$ cat src/rtl/m84_sample_reader_if.sv
// ============================================================================
// Module      : m84_sample_reader_if
// Description : Sample-ROM req/ack read port between the sample reader and
//               the external memory arbiter.
// Revision    : 1.0 - initial release
// ============================================================================
`default_nettype none

interface m84_sample_reader_if;
    logic [24:0] rom_addr;
    logic        rom_req;
    logic        rom_ack;
    logic [7:0]  rom_data;

    modport master (
        output rom_addr,
        output rom_req,
        input  rom_ack,
        input  rom_data
    );

    modport slave (
        input  rom_addr,
        input  rom_req,
        output rom_ack,
        output rom_data
    );
endinterface

`default_nettype wire

$ cat src/rtl/m84_sample_reader.sv
// ============================================================================
// Module      : m84_sample_reader
// Description : Z80 sample-port consumer: tracks the CPU sample address,
//               fetches the addressed ROM byte and drives the playback DAC.
// Revision    : 1.0 - initial release
// ============================================================================
`default_nettype none

module m84_sample_reader #(
    parameter logic [24:0] ROM_BASE = 25'h0
) (
    input  wire logic                CLK_32M,
    input  wire logic                reset,
    input  wire logic [15:0]         sample_addr,
    input  wire logic [1:0]          sample_addr_wr,
    input  wire logic                sample_inc,
    input  wire logic [7:0]          sample_out,
    output      logic [7:0]          sample_in,
    output      logic                sample_valid,
    output      logic signed [15:0]  dac_out,
    m84_sample_reader_if.master      rom
);

    typedef enum logic [0:0] {
        S_IDLE = 1'b0,
        S_WAIT = 1'b1
    } state_t;

    state_t      r_state;
    logic [15:0] r_cur_addr;
    logic        r_pending;

    logic [15:0] w_wr_addr;
    logic [15:0] w_next_addr;
    logic        w_touch;
    logic [24:0] w_rom_addr;

    // Byte writes land first; a same-cycle increment then applies on top.
    always_comb begin
        w_wr_addr = r_cur_addr;
        if (sample_addr_wr[0]) w_wr_addr[7:0]  = sample_addr[7:0];
        if (sample_addr_wr[1]) w_wr_addr[15:8] = sample_addr[15:8];
        w_next_addr = w_wr_addr + {15'd0, sample_inc};
    end

    assign w_touch    = sample_inc | (|sample_addr_wr);
    assign w_rom_addr = ROM_BASE + {9'd0, r_cur_addr};

    always_ff @(posedge CLK_32M or posedge reset) begin
        if (reset) begin
            r_state      <= S_IDLE;
            r_cur_addr   <= 16'h0000;
            r_pending    <= 1'b0;
            sample_in    <= 8'hFF;
            sample_valid <= 1'b0;
            dac_out      <= 16'sh0000;
            rom.rom_addr <= ROM_BASE;
            rom.rom_req  <= 1'b0;
        end else begin
            r_cur_addr <= w_next_addr;

            if (sample_inc) begin
                dac_out <= {sample_out ^ 8'h80, 8'h00};
            end

            case (r_state)
                S_IDLE: begin
                    if (r_pending) begin
                        rom.rom_addr <= w_rom_addr;
                        rom.rom_req  <= 1'b1;
                        r_pending    <= 1'b0;
                        r_state      <= S_WAIT;
                    end
                end
                S_WAIT: begin
                    // A request in flight is always completed; data returned
                    // for an address that has since moved is dropped.
                    if (rom.rom_ack) begin
                        rom.rom_req <= 1'b0;
                        r_state     <= S_IDLE;
                        if (!r_pending) begin
                            sample_in    <= rom.rom_data;
                            sample_valid <= 1'b1;
                        end
                    end
                end
                default: begin
                    r_state <= S_IDLE;
                end
            endcase

            // Placed last so an address change overrides any completion above.
            if (w_touch) begin
                r_pending    <= 1'b1;
                sample_valid <= 1'b0;
            end
        end
    end

endmodule

`default_nettype wire

$ cat src/flat_wrapper.sv
// flat-port wrapper written by rule: the top's interface ports become plain ports
module m84_sample_reader_flat 
#(
    parameter logic [24:0] ROM_BASE = 25'h0
)
  (CLK_32M, reset, sample_addr, sample_addr_wr, sample_inc, sample_out, sample_in, sample_valid, dac_out, rom_rom_addr, rom_rom_req, rom_rom_ack, rom_rom_data);
  m84_sample_reader_if rom_i ();
  input  wire logic CLK_32M;
  input  wire logic reset;
  input  wire logic [15:0] sample_addr;
  input  wire logic [1:0] sample_addr_wr;
  input  wire logic sample_inc;
  input  wire logic [7:0] sample_out;
  output      logic [7:0] sample_in;
  output      logic sample_valid;
  output      logic signed [15:0] dac_out;
  output wire logic [$bits(rom_i.rom_addr)-1:0] rom_rom_addr;
  output wire logic [$bits(rom_i.rom_req)-1:0] rom_rom_req;
  input wire logic [$bits(rom_i.rom_ack)-1:0] rom_rom_ack;
  input wire logic [$bits(rom_i.rom_data)-1:0] rom_rom_data;
  assign rom_rom_addr = rom_i.rom_addr;
  assign rom_rom_req = rom_i.rom_req;
  assign rom_i.rom_ack = rom_rom_ack;
  assign rom_i.rom_data = rom_rom_data;
  m84_sample_reader #(.ROM_BASE(ROM_BASE)) u_core (.CLK_32M(CLK_32M), .reset(reset), .sample_addr(sample_addr), .sample_addr_wr(sample_addr_wr), .sample_inc(sample_inc), .sample_out(sample_out), .sample_in(sample_in), .sample_valid(sample_valid), .dac_out(dac_out), .rom(rom_i));
endmodule
$ cat config.mk
export PLATFORM = sky130hd
export DESIGN_NAME = m84_sample_reader_flat
export DESIGN_NICKNAME = d
export VERILOG_FILES = /design/src/rtl/m84_sample_reader_if.sv /design/src/rtl/m84_sample_reader.sv /design/src/flat_wrapper.sv
export SDC_FILE = /design/constraint.sdc
export NUM_CORES = 1
export LEC_CHECK = 0
export CAP_MARGIN = 20
export CORE_ASPECT_RATIO = 0.75
export CORE_MARGIN = 5
export CORE_UTILIZATION = 47
export CTS_CLUSTER_SIZE = 14
export DETAILED_ROUTE_END_ITERATION = 10
export GPL_TIMING_DRIVEN = 0
export PLACE_DENSITY_LB_ADDON = 0.1
export SYNTH_ARGS = -nofsm -noshare
export SYNTH_HDL_FRONTEND = slang
export SYNTH_SLANG_ARGS = --single-unit
$ cat constraint.sdc
create_clock -name CLK_32M -period 4.6 [get_ports CLK_32M]
set_clock_uncertainty 0.15 [all_clocks]
set_input_delay 0.69 -clock CLK_32M [delete_from_list [all_inputs] [get_ports CLK_32M]]
set_output_delay 0.69 -clock CLK_32M [all_outputs]
set_load 0.005 [all_outputs]
==> impl_results.md <==
- Sum of negative setup slack: 0 ns
- Final Hold Viols: 0
- CTS tree: yes
- DR iter-0 viols: 57
- Top-count cell post-synth: dfrtp_1
- Placed cell count: 365
- Worst-skew pair later-pin latency: 0.31 ns
- Final-layout fill cell count: 430
- Total gr overflow: 0
- Top cells by area, synth: dfrtp_1 (43%), mux2_2 (15%), dfstp_2 (8.2%), buf_4 (5.9%), mux2i_1 (5.1%)
- Initial antenna violation count: 0
- Critical Path AT: 3.12 ns
- CP startpoint: sample_addr_wr[0]
- Ys async rst share: 100%
- Setup crit start kind: input pin
- Inserted Clock Buffers: 5
- Post-synth top area share: 43.0%
- Starting density of the core: 48.1%
- Via density: 4.82
- Largest net degree at the start of global routing: 39
- Total area of sequential cells: 1310 µm²
- CTS Buffer Depth: 2
- Root Buffer: clkbuf_8
- Clock slew at reported path FFs: 0.09 ns
- Status: finished, final reports clean
- Dpl hpwl: 4240 µm
- Share of cells above drive strength 1: 27.9%
- Area leader, netlist: dfrtp_1
- Final setup violation count: 0
- Pins Over Slew Limit: 0
- Post-CTS Hold Buffers: 0
- Final RePlAce weighted congestion: 0.841
- Max_slew headroom: 63.7%
- Sequential element share of the synthesized area: 51.2%
- All-Layer GR Usage: 16.4%
- Post-route core utilization: 66.6%
- Commonest cells in the netlist: dfrtp_1 (44), mux2_2 (34), buf_4 (20), mux2i_1 (13), nand3_1 (12)
- Critical path class: in2reg
- Top FF cell, synth: dfrtp_1
- Post-Route M1 WL: 2520 µm
- Post-Syn Instances: 203
- Worst VDD drop: 0.260 mV
- CP endpoint kind: flip-flop
- Pwr dens: 355 nW/µm²
- Area occupied by multi-input gates: 1110 µm²
- Routed length per instance: 14.5 µm
- Via count: 1796
- Number of global-route vias before repair: 1820
- Hold Crit Class: reg2reg
- # Max-Cap Violations: 0
- Routed WL: 5430 µm
- Ys Warns: 0
- Final worst-path cycle share: 66.8%
- Die area: 7040 µm²
- Hold Startpoint: u_core.r_cur_addr[15]$_DFF_PP0_
- Post-synth cell types: 33
- Overall power: 1.26 mW
- Cell area after synthesis: 2560 µm²
- # nets final: 338
- Routed wl met2: 2470 µm
- Crit path time final: 3.07 ns
- # IOs: 89
- Yosys reg bits: 52
- Fin cells: 373
- Horiz. Die Dim: 95.2 µm
- H-tree Lvls: 2
- Clock Sink Count: 52
- Achievable Freq: 325 MHz
- Area Growth Syn to Fin: 38.5%
- Wire length on met3: 380 µm
- Synthesized area per cell: 12.6 µm²
- RSZ-0062 raised after global routing: false
- Global-route wire length before repair: 8910 µm
- Core area: 5320 µm²
- # rows: 23
- Post-cts repair resize count: 0
- Drt drc: 0
- TritonRoute pass-1 iters: 4
- Die H: 73.9 µm
- ANT nets after route: 0
- Crit Reg-Reg Startpoint: u_core.r_cur_addr[0]$_DFF_PP0_
- Setup Buffers After CTS: 0
- Leakage: 1.51 nW
- Worst Path Max Fanout: 10
- Transition time of the tightest slew-check pin: 0.544 ns
- Port Buffer Count: 70
- Number of enable flip-flop cells after synthesis: 0
- Worst Path Required: 4.65 ns
- # diodes: 0
- Top Layer Used: met4
[placed cells by master (no fill, tap or decap), drive strengths merged, types with 2 or more instances in the layout]
master	synthesis	final
clkdlybuf4s50	0	70
dfrtp	44	44
mux2	34	34
buf	23	24
conb	1	17
mux2i	13	13
nand3	12	12
xor2	9	9
a21oi	8	8
dfstp	8	8
nand2	7	7
nand4	6	6
inv	6	6
clkbuf	1	6
nand3b	5	5
nand4b	4	4
xnor2	4	4
ha	3	3
a22oi	3	3
a211oi	2	2
o21ai	2	2
nor2	2	2
[logic make-up (layout without fill, tap and decap cells)]
family	count (synthesis)	after routing	share of synthesized area (%)
buf+inv	30	109	7.72
simple gates	37	37	9.09
fa+ha+maj	3	3	1.47
flops	52	52	51.2
xor+xnor	13	13	4.45
other cells	1	17	0.146
mux	47	47	20.0
compound gates	20	20	5.91
[stage by stage]
stage	hold slack (ns)	worst slack [ns]	instance area, µm²
finish	0.353	1.53	3550
global placement	0.336	1.26	3420
global route	0.367	1.38	3550
floorplan	0.325	2.10	2620
detailed placement	0.339	1.22	3440
CTS	0.359	1.56	3550
[area by class of cell]
type / count / share of cell area, %
Inverter: 6 / 0.635
Clock buffer: 5 / 1.94
Tap cell: 75 / 2.65
Multi-Input combinational cell: 137 / 31.4
Sequential cell: 52 / 37.0
Clock inverter: 3 / 1.20
Buffer: 24 / 4.94
Timing Repair Buffer: 71 / 20.3
[state kept, by name, summed over array words and instances, names as in the netlist]
register / cells
u_core.r_cur_addr: 16
u_core.rom.rom_addr: 16
u_core.dac_out: 8
u_core.sample_in: 8
u_core.r_pending: 1
u_core.r_state: 1
u_core.rom.rom_req: 1
u_core.sample_valid: 1
[worst paths after layout]
| kind | to | slack, ns | cells past startpoint |
|---|---|---|---|
| min reg2reg | u_core.rom.rom_addr[15]$_DFFE_PP0P_ | 0.35 | 1 |
| max | u_core.r_cur_addr[10]$_DFF_PP0_ | 1.53 | 10 |
| min | u_core.rom.rom_addr[15]$_DFFE_PP0P_ | 0.35 | 1 |
| max reg2reg | u_core.r_cur_addr[10]$_DFF_PP0_ | 2.64 | 7 |
| max in group asynchronous | u_core.sample_in[5]$_DFFE_PP1P_ | 3.22 | 3 |
| min in group asynchronous | u_core.rom.rom_addr[3]$_DFFE_PP0P_ | 0.51 | 2 |
[worst max-delay path, cell delays in order]
cell             delay [ns]
clkdlybuf4s50_1        0.59
buf_6                  0.18
buf_2                  0.26
mux2_2                 0.22
ha_1                   0.19
ha_1                   0.22
inv_1                  0.08
a21oi_1                0.33
nand3_1                0.17
xor2_1                 0.19
[report_power, final]
group          internal (mW)  switching, mW  total [mW]
Sequential             0.553         0.0559       0.609
Clock                  0.161          0.150       0.311
Combinational          0.225          0.115       0.340
[layer usage]
layer	GRT usage, %	vias up
li1	-	877
met1	22.5	856
met2	26.4	55
met3	4.25	8
met4	4.32	0
met5	0	-
Note: power is estimated with default switching activity, not from simulation.
